File: src/rtl/instruction_fetch_pkg.sv
// Shared definitions for the fetch stage: state encoding, reset vector,
// the break word substituted on misaligned fetches, and the next-PC rule.
package instruction_fetch_pkg;

  localparam int INSTR_W = 32;

  localparam logic [INSTR_W-1:0] FETCH_RESET_PC    = 32'h0040_0000;
  localparam logic [INSTR_W-1:0] FETCH_BREAK_INSTR = 32'h0000_000D;

  typedef enum logic [2:0] {
    FETCH_IDLE,
    FETCH_REQ,
    FETCH_WAIT,
    FETCH_HOLD,
    FETCH_FAULT
  } fetch_state_e;

  // Sequential successor wraps at 32 bits; a redirect overrides it.
  function automatic logic [INSTR_W-1:0] next_pc(
    input logic [INSTR_W-1:0] pc,
    input logic               redir_valid,
    input logic [INSTR_W-1:0] redir_pc
  );
    return redir_valid ? redir_pc : pc + 32'd4;
  endfunction

endpackage

File: src/rtl/instruction_fetch.sv
// Fetch stage of the multicycle MIPS core: holds the PC, issues one imem
// request at a time and presents the instruction register to the decoder.
module instruction_fetch
  import instruction_fetch_pkg::*;
#(
  parameter logic [INSTR_W-1:0] RESET_PC    = FETCH_RESET_PC,
  parameter logic [INSTR_W-1:0] BREAK_INSTR = FETCH_BREAK_INSTR
) (
  input  logic               clk,
  input  logic               rst,
  output logic               imem_req,
  output logic [INSTR_W-1:0] imem_addr,
  input  logic               imem_rvalid,
  input  logic [INSTR_W-1:0] imem_rdata,
  input  logic               instr_ack,
  input  logic               redirect_valid,
  input  logic [INSTR_W-1:0] redirect_pc,
  output logic [INSTR_W-1:0] raw_instruction,
  output logic               instr_valid,
  output logic [INSTR_W-1:0] pc_out,
  output logic [INSTR_W-1:0] npc,
  output logic               fetch_misalign
);

  fetch_state_e       state_q, state_d;
  logic [INSTR_W-1:0] pc_q, pc_d;
  logic [INSTR_W-1:0] ir_q, ir_d;
  logic               valid_q, valid_d;
  logic               misalign_q, misalign_d;
  logic [INSTR_W-1:0] target;

  assign target = next_pc(pc_q, redirect_valid, redirect_pc);

  always_comb begin
    state_d    = state_q;
    pc_d       = pc_q;
    ir_d       = ir_q;
    valid_d    = valid_q;
    misalign_d = 1'b0;
    unique case (state_q)
      FETCH_IDLE: state_d = FETCH_REQ;
      FETCH_REQ:  state_d = FETCH_WAIT;
      FETCH_WAIT: begin
        if (imem_rvalid) begin
          ir_d    = imem_rdata;
          valid_d = 1'b1;
          state_d = FETCH_HOLD;
        end
      end
      FETCH_HOLD, FETCH_FAULT: begin
        // A misaligned target never reaches memory; break is injected instead.
        if (instr_ack) begin
          pc_d = target;
          if (target[1:0] == 2'b00) begin
            valid_d = 1'b0;
            state_d = FETCH_REQ;
          end else begin
            ir_d       = BREAK_INSTR;
            valid_d    = 1'b1;
            misalign_d = 1'b1;
            state_d    = FETCH_FAULT;
          end
        end
      end
      default: state_d = FETCH_IDLE;
    endcase
  end

  always_ff @(posedge clk) begin
    if (rst) begin
      state_q    <= FETCH_IDLE;
      pc_q       <= RESET_PC;
      ir_q       <= '0;
      valid_q    <= 1'b0;
      misalign_q <= 1'b0;
    end else begin
      state_q    <= state_d;
      pc_q       <= pc_d;
      ir_q       <= ir_d;
      valid_q    <= valid_d;
      misalign_q <= misalign_d;
    end
  end

  // Request is masked by rst so nothing leaks out during the reset cycle.
  assign imem_req        = (state_q == FETCH_REQ) && !rst;
  assign imem_addr       = pc_q;
  assign raw_instruction = ir_q;
  assign instr_valid     = valid_q;
  assign pc_out          = pc_q;
  assign npc             = pc_q + 32'd4;
  assign fetch_misalign  = misalign_q;

endmodule

File: config.mk
export PLATFORM = sky130hd
export DESIGN_NAME = instruction_fetch
export DESIGN_NICKNAME = d
export VERILOG_FILES = /design/src/rtl/instruction_fetch_pkg.sv /design/src/rtl/instruction_fetch.sv
export SDC_FILE = /design/constraint.sdc
export NUM_CORES = 1
export LEC_CHECK = 0
export ABC_AREA = 1
export BUFFER_PORTS_ARGS = -buffer_cell sky130_fd_sc_hd__buf_2
export CAP_MARGIN = 20
export CORE_MARGIN = 4
export CORE_UTILIZATION = 35
export CTS_CLUSTER_SIZE = 12
export DETAILED_ROUTE_END_ITERATION = 16
export GPL_TIMING_DRIVEN = 1
export HOLD_SLACK_MARGIN = 0.03
export PLACE_DENSITY_LB_ADDON = 0.12
export SYNTH_ARGS = -nofsm -noshare
export SYNTH_HDL_FRONTEND = slang
export SYNTH_SLANG_ARGS = --single-unit
File: constraint.sdc
create_clock -name clk -period 2 [get_ports clk]
set_clock_uncertainty 0.15 [all_clocks]
set_input_delay 0 -clock clk [delete_from_list [all_inputs] [get_ports clk]]
set_output_delay 0 -clock clk [all_outputs]
set_load 0.01 [all_outputs]
-- Word-level counts from Yosys, hierarchy flattened
Cells that the tools add are included.
- multipliers: 0
- order comparisons: 0
- add/subtract/negate cells: 1
- div/mod/pow operators: 0
- shift operators: 0
- bitwise operators: 2
- reductions and logical operators: 11
- equality and inequality tests: 7
- muxes and demuxes: 13
- operator list (operator ; number):
    $mux 32 ; 4
    $pmux 32 s2 ; 1
    $add 32x3->32 const B ; 1
    $pmux 3 s4 ; 1
    $mux 3 ; 3
    $eq 3x2->1 const B ; 2
    $ne 2x2->1 const B ; 3
    $reduce_and 2->1 ; 2
    $reduce_and 4->1 ; 1
    $eq 3x1->1 const B ; 1
    $eq 3x3->1 const B ; 1
    $logic_not 3->1 ; 1
    $mux 1 ; 3
    $reduce_and 3->1 ; 1
    $reduce_or 3->1 ; 1
    $logic_not 2->1 ; 1
    $not 1->1 ; 2
    $pmux 1 s2 ; 1
    $reduce_bool 2->1 ; 1
    $reduce_or 2->1 ; 1
    $logic_and 1x1->1 ; 1
    $logic_not 1->1 ; 1
- output and inout bits: 131
- memory bits (read-only): 0
- logic and storage cells: 39
- memories: 0
- memory bits (writable): 0
- latch bits: 0
- bits in registers: 69

-- Longest topological paths before layout
Gate-level depths: netlist of run 1.
- depth in word-level cells: 6
- depth in mapped cells: 11

-- Worst setup path before layout of run 1
OpenSTA, ideal clock, no wires.
- path type: reg2reg
- start point: reg pc_q[3], in the netlist imem_addr[3]
- end point: reg pc_q[16], in the netlist imem_addr[16]
- stages on the path, launching flop included: 8
- required time: 1.780 ns
- path buffers: 0
- setup slack: 0.207 ns
- setup time: 0.070 ns
- data arrival time: 1.574 ns
- cell sequence: dfxtp_1 -> ha_1 -> nand3_1 -> nor2_1 -> nand3_1 -> xnor2_1 -> nand2_1 -> a21oi_1
- cells in the longest elaborated chain, start to end: 2
- ends and longest elaborated chain (item ; RTL line ; text):
    from (decl) ; instruction_fetch.sv:26 ; logic [INSTR_W-1:0] pc_q, pc_d;
    from (signal assigned) ; instruction_fetch.sv:78 ; pc_q <= pc_d;
    $add 32x3->32 ; - ;
    via npc[16] ; instruction_fetch.sv:21 ; output logic [INSTR_W-1:0] npc,
    $mux 32 ; instruction_fetch_pkg.sv:24 ; return redir_valid ? redir_pc : pc + 32'd4;
The timed path passes the listed nets, and every way through them passes these cells.
A chain may end at the register's enable or synchronous reset.

-- Worst setup path in the final report of run 1
- start point: reg pc_q[2], in the netlist imem_addr[2]
- end point: out npc[19]
- cells in the longest elaborated chain, start to end: 1
- ends and longest elaborated chain (item ; RTL line ; text):
    $add 32x3->32 ; instruction_fetch.sv:91 ; assign npc = pc_q + 32'd4;
    to (decl) ; instruction_fetch.sv:21 ;
Every way passes these cells.

==> flow_metrics.py, run 1 <==
metrics = {
    "timing": {
        "worst_pin_slew_ns": 0.4919,
        "setup_violations": 0,
        "finalCritPeriodShare": 0.9617,
        "max_slew_margin": 0.6716,
        "setup_ws_ns": 0.07656,
        "maxSlewViolCount": 0,
        "max_freq_mhz": 519.9,
        "hold_violations": 0,
        "grt_setup_unrepaired": "true",
        "hold_slack_ns": 0.05447,
        "setup-tns-final_ns": 0,
        "fin_crit_ns": 1.923,
    },
    "logic_synthesis": {
        "avgSynthCellArea_um2": 6.370,
        "synth-warning-count": 0,
        "synthFlopType": "dfxtp_1",
        "synth.area.top_cells": "dfxtp_1, nand2_1, nor2_1, a21oi_1, buf_4",
        "synth_top_area_frac": 0.3336,
        "synth_edf_count": 0,
        "ys_seq_area_frac": 0.3336,
        "syn_area_um2": 4140,
        "syn_inst": 650,
        "synth_top_family_by_area": "simple AND/OR/NAND/NOR gates",
        "yosys.area.top_type": "dfxtp_1",
        "synthAdderAreaFrac": 0.003022,
        "synth-compound-area-share": 0.1206,
        "ys_async_sr_fraction": 0,
        "ys_seq_elements": 69,
        "synth.area.mux_share": 0,
        "synth-simple-area-share": 0.3772,
        "yosysUniqueCellTypes": 33,
        "synth_xor_area_frac": 0.02962,
        "syn-num-nets": 720,
    },
    "detailed_routing": {
        "first_iter_violations": 257,
        "first_pass_iters": 4,
        "ant_nets": 0,
        "route.detailed.drc": 0,
        "wl_mm": 14.56,
        "vias_per_cell": 4.690,
        "wire_per_inst_um": 13.99,
        "vias": 4882,
    },
    "final_layout": {
        "instances_no_fill": 1041,
        "nNetsFinal": 963,
        "drive_gt1_frac": 0.3419,
        "finish.utilization": 0.5393,
        "synthToLayoutAreaGrowth_pct": 50.02,
        "n_antenna_cell": 0,
        "design_area_um2": 6211,
    },
    "hold_path": {
        "min_from": "redirect_valid",
        "min-delay-path-class": "in2reg",
        "holdPathStages": 4,
    },
    "clock_network": {
        "cts_max_level": 3,
        "path_clk_slew_ns": 0.06,
        "ctsRootBufferMaster": "clkbuf_16",
        "cts_buffers": 9,
        "insertion_delay_ns": 0.33,
        "clock_path_buffers": 2,
        "cts_sinks": 69,
        "cts_tree": "built",
    },
    "placement": {
        "place_area_um2": 5069,
        "dp_slack_ns": 0.1898,
        "place_congestion": 0.9589,
        "place_hpwl_mm": 10.24,
        "dp_cells": 949,
        "port_buffers": 199,
    },
    "global_routing": {
        "track_usage": 0.2085,
        "grt-ovfl-total": 0,
        "grt_pass1_vias": 4459,
        "antenna_found_initial": 0,
        "grt_max_degree": 36,
        "grt_pass1_wl_mm": 22.30,
    },
    "floorplanning": {
        "dieWidth_um": 116.8,
        "io_pins": 200,
        "start_util": 0.3595,
        "die_h_um": 116.8,
        "dieArea_um2": 13630,
        "core.rowCount": 39,
        "design.core.area_um2": 11520,
    },
    "power": {
        "irDropWorstVdd_mv": 0.4592,
        "power_density_nw_per_um2": 840.4,
        "leakagePower_nw": 3.100,
        "power_mw": 5.219,
    },
    "setup_path": {
        "r2r-start": "state_q[1]",
        "crit_type": "reg2out",
        "cp.depth": 7,
        "worst-path-max-fanout": 5,
        "crit_required_ns": 1.85,
        "crit_path_top_delay_cell": "dfxtp_2",
        "worstPathBufferInverterCount": 3,
        "cp_top_family": "simple AND/OR/NAND/NOR gates",
        "cp-end-kind": "output port",
        "cp_data_arrival_time_ns": 1.77,
        "critPathLaunch": "imem_addr[2]",
        "critPathMaxStageDelay_ns": 0.35,
        "cp-start-kind": "register",
        "path_cells": "buf_4 -> inv_1 -> nor2_4 -> nand3b_1 -> o21ai_0 -> nand2_1 -> buf_2",
        "worstRegToRegCells": 7,
    },
    "job": {
        "cap_violations": 0,
    },
    "status": {
        "status": "finished, final reports clean",
    },
}
placed cells by master (no fill, tap or decap), types with 19 or more instances in the layout:
cell | Yosys | routed
dlygate4sd3_1 | 0 | 73
dfxtp_2 | 0 | 19
nand2_1 | 221 | 219
o21ai_0 | 30 | 28
a21oi_1 | 57 | 56
nor2_1 | 92 | 83
buf_2 | 7 | 199
buf_4 | 35 | 20
dfxtp_1 | 69 | 49
inv_1 | 29 | 28
nor2_2 | 22 | 29
final timing paths:
check | slack [ns] | endpoint
setup reg to reg | 0.12 | instr_valid
hold reg to reg | 0.32 | raw_instruction[2]
setup / recovery | 0.08 | npc[19]
hold / removal | 0.05 | fetch_misalign
report_power, final:
part / internal (mW) / switching (mW) / leakage [nW]
registers: 1.64 / 0.210 / 0.573
clock network: 0.999 / 0.628 / 0.134
logic: 0.780 / 0.966 / 2.39
total: 3.42 / 1.80 / 3.10
repair_timing:
item / in CTS / in global routing
pin swaps: 1 / 3
endpoints found under the hold margin: 68 / 0
gates resized for setup: 10 / 30
endpoints found under the setup margin: 6 / 22
hold buffers: 73 / 0
setup buffers: 1 / 2
logic make-up after synthesis:
family / Yosys count
AND/OR/NAND/NOR: 372
AO/OA/AOI/OAI: 98
buffers and inverters: 96
flip-flops: 69
XOR/XNOR: 14
adder cells (fa/ha/maj): 1
flip-flops by register name (all words and copies together), names as in the netlist:
name,flops
fetch_misalign,1
raw_instruction,32
state_q,3
instr_valid,1
imem_addr,32
worst register-to-register path, cell delays in order, from the launching register on:
cell           delay [ns]
dfxtp_1              0.43
nand3_1              0.20
nor2_2               0.19
inv_2                0.07
nand2_1              0.07
dlygate4sd3_1        0.54
nand2_1              0.05
a21oi_1              0.11
synth_stat cells (2+ instances only):
cell type	n
nand2_4	2
buf_2	7
o21ai_1	6
buf_8	3
inv_1	29
a31oi_1	3
buf_1	2
nand3b_1	4
nor2_4	3
buf_4	35
nand2_1	221
nor2_2	22
nand2_2	3
nor3_1	2
buf_6	3
and2_1	3
clkbuf_1	12
xor2_1	8
inv_2	3
nor2_1	92
dfxtp_1	69
a21oi_1	57
nand3_1	17
o21ai_0	30
xnor2_1	6
metal layers:
metal	track usage	routed length, µm	part of all wire	vias up
li1	-	-	-	2489
met1	0.2775	6687	0.46	2228
met2	0.3341	6730	0.46	147
met3	0.03886	880	0.060	18
met4	0.08180	259	0.018	0
met5	0	0	0	-
area by class of cell:
class	instances	area (µm²)
Clock buffer	11	242.7
Clock inverter	5	60.06
Fill cell	1170	5305
Inverter	33	128.9
Multi-Input combinational cell	485	2255
Sequential cell	69	1409
Tap cell	143	178.9
Timing Repair Buffer	295	1937
Note: power is estimated with default switching activity, not from simulation.
==> inputs of run 2 (changes only) <==
CAP_MARGIN = default   (was 20)
PLACE_DENSITY_LB_ADDON = default   (was 0.12)
==> run 2 against run 1 <==
  * Routed wire length is 0.76% lower
  * Combinational power hardly changed
  * Final cell count is 0.67% lower
  * Critical endpoint is now npc[14]
  * Highest routed layer unchanged
==> flow_metrics.py, run 2 (same netlist as run 1, synthesis figures left out) <==
metrics = {
    "placement": {
        "place_hpwl_mm": 10.03,
        "dp_slack_ns": 0.1512,
        "place_congestion": 0.8831,
        "port_buffers": 199,
    },
    "detailed_routing": {
        "first_iter_violations": 221,
        "vias_per_cell": 4.660,
        "wire_per_inst_um": 13.97,
        "vias": 4818,
        "ant_nets": 0,
        "first_pass_iters": 4,
        "wl_mm": 14.45,
        "route.detailed.drc": 0,
    },
    "floorplanning": {
        "design.core.area_um2": 11520,
        "dieWidth_um": 116.8,
        "die_h_um": 116.8,
        "start_util": 0.3595,
        "io_pins": 200,
        "core.rowCount": 39,
        "dieArea_um2": 13630,
    },
    "clock_network": {
        "cts_sinks": 69,
        "ctsRootBufferMaster": "clkbuf_16",
        "path_clk_slew_ns": 0.05,
        "cts_buffers": 9,
        "clock_path_buffers": 2,
        "cts_max_level": 3,
        "insertion_delay_ns": 0.34,
        "cts_tree": "built",
    },
    "setup_path": {
        "worst-path-max-fanout": 5,
        "cp-end-kind": "output port",
        "crit_type": "reg2out",
        "crit_required_ns": 1.85,
        "cp-start-kind": "register",
        "cp_data_arrival_time_ns": 1.75,
    },
    "timing": {
        "grt_setup_unrepaired": "true",
        "max_slew_margin": 0.7249,
        "max_freq_mhz": 527.4,
        "maxSlewViolCount": 0,
        "hold_violations": 0,
        "worst_pin_slew_ns": 0.4121,
        "setup_violations": 0,
        "fin_crit_ns": 1.896,
        "setup_ws_ns": 0.1039,
        "finalCritPeriodShare": 0.9481,
    },
    "global_routing": {
        "grt_pass1_vias": 4660,
        "grt_max_degree": 48,
        "grt_pass1_wl_mm": 22.13,
        "grt-busiest-layer": "met2",
        "use_met1": 0.2485,
        "antenna_found_initial": 0,
        "use_met2": 0.3568,
        "track_usage": 0.2074,
        "use_met3": 0.04352,
        "grt-ovfl-total": 0,
    },
    "power": {
        "leakagePower_nw": 3.071,
        "power_density_nw_per_um2": 846.2,
        "power_mw": 5.206,
        "irDropWorstVdd_mv": 0.3367,
    },
    "final_layout": {
        "fill_cells": 1105,
        "n_antenna_cell": 0,
        "nNetsFinal": 956,
        "final_cell_mix": "nand2_1, buf_2, nor2_1, dlygate4sd3_1, a21oi_1",
        "final_common_cell": "nand2_1",
        "synthToLayoutAreaGrowth_pct": 48.59,
        "drive_gt1_frac": 0.3322,
    },
    "status": {
        "status": "finished, final reports clean",
    },
    "hold_path": {
        "min-delay-path-class": "in2reg",
    },
    "job": {
        "cap_violations": 0,
    },
}
run 2: cell count changes in the layout (fill, tap and decap cells not counted), moves of 2 or more:
| cell | previous run | this run |
|---|---|---|
| dfxtp_1 | 49 | 51 |
| buf_4 | 20 | 14 |
| clkinvlp_4 | 4 | 0 |
| dfxtp_2 | 19 | 16 |
run 2: repair_timing:
| item | CTS | global route |
|---|---|---|
| setup endpoints to repair | 12 | 24 |
| pin swaps | 1 | 1 |
| resized for setup | 8 | 30 |
| hold buffers | 72 | 0 |
| hold endpoints to repair | 68 | 0 |
| setup buffers | 2 | 0 |
run 2: power breakdown:
group | leakage (nW) | internal (mW) | total [mW] | switching [mW]
Sequential | 0.572 | 1.64 | 1.86 | 0.223
Combinational | 2.35 | 0.767 | 1.72 | 0.956
Clock | 0.150 | 1.03 | 1.62 | 0.589
Total | 3.07 | 3.44 | 5.21 | 1.77
run 2: final timing paths:
path / start / to / slack (ns) / depth (start not counted)
hold / removal: redirect_valid / imem_addr[4] / 0.14 / 4
setup reg to reg: state_q[2] / state_q[0] / 0.13 / 7
setup / recovery: imem_addr[3] / npc[14] / 0.10 / 8
hold reg to reg: raw_instruction[6] / raw_instruction[6] / 0.33 / 2
run 2: layer usage:
| metal | vias up | part of all wire |
|---|---|---|
| met5 | - | 0 |
| met4 | 0 | 0.023 |
| met3 | 23 | 0.062 |
| met2 | 154 | 0.48 |
| met1 | 2152 | 0.43 |
| li1 | 2489 | - |
run 2: final cells by class:
| class | count | area, µm² | area share |
|---|---|---|---|
| multi-input cells | 485 | 2250 | 0.3657 |
| inverters | 33 | 128.9 | 0.02095 |
| repair buffers | 288 | 1882 | 0.3059 |
| clock inverters | 3 | 43.79 | 0.007118 |
| clock buffers | 13 | 260.3 | 0.04230 |
| flip-flops and latches | 69 | 1409 | 0.2290 |
| well taps | 143 | 178.9 | 0.02908 |
run 2: through the flow:
stage / util / hold slack (ns) / cells / TNS (ns) / instance area [µm²]
5_1_grt: 0.5342 / 0.1544 / 1034 / -0.06045 / 6152
6_report: 0.5342 / 0.1393 / 1034 / 0 / 6152
3_5_place_dp: 0.4369 / 0.08604 / 944 / 0 / 5031
3_3_place_gp: 0.4369 / 0.07765 / 944 / 0 / 5031
4_1_cts: 0.5287 / 0.1032 / 1034 / 0 / 6088
2_1_floorplan: - / -0.08093 / 650 / 0 / 4140
run 2: critical path: stages, from the launching register on:
cell	delay (ns)
dfxtp_4	0.36
ha_4	0.16
nand2_1	0.07
nor2_2	0.04
nand2_2	0.14
nor2_2	0.07
or2_2	0.28
and2_1	0.15
buf_2	0.14
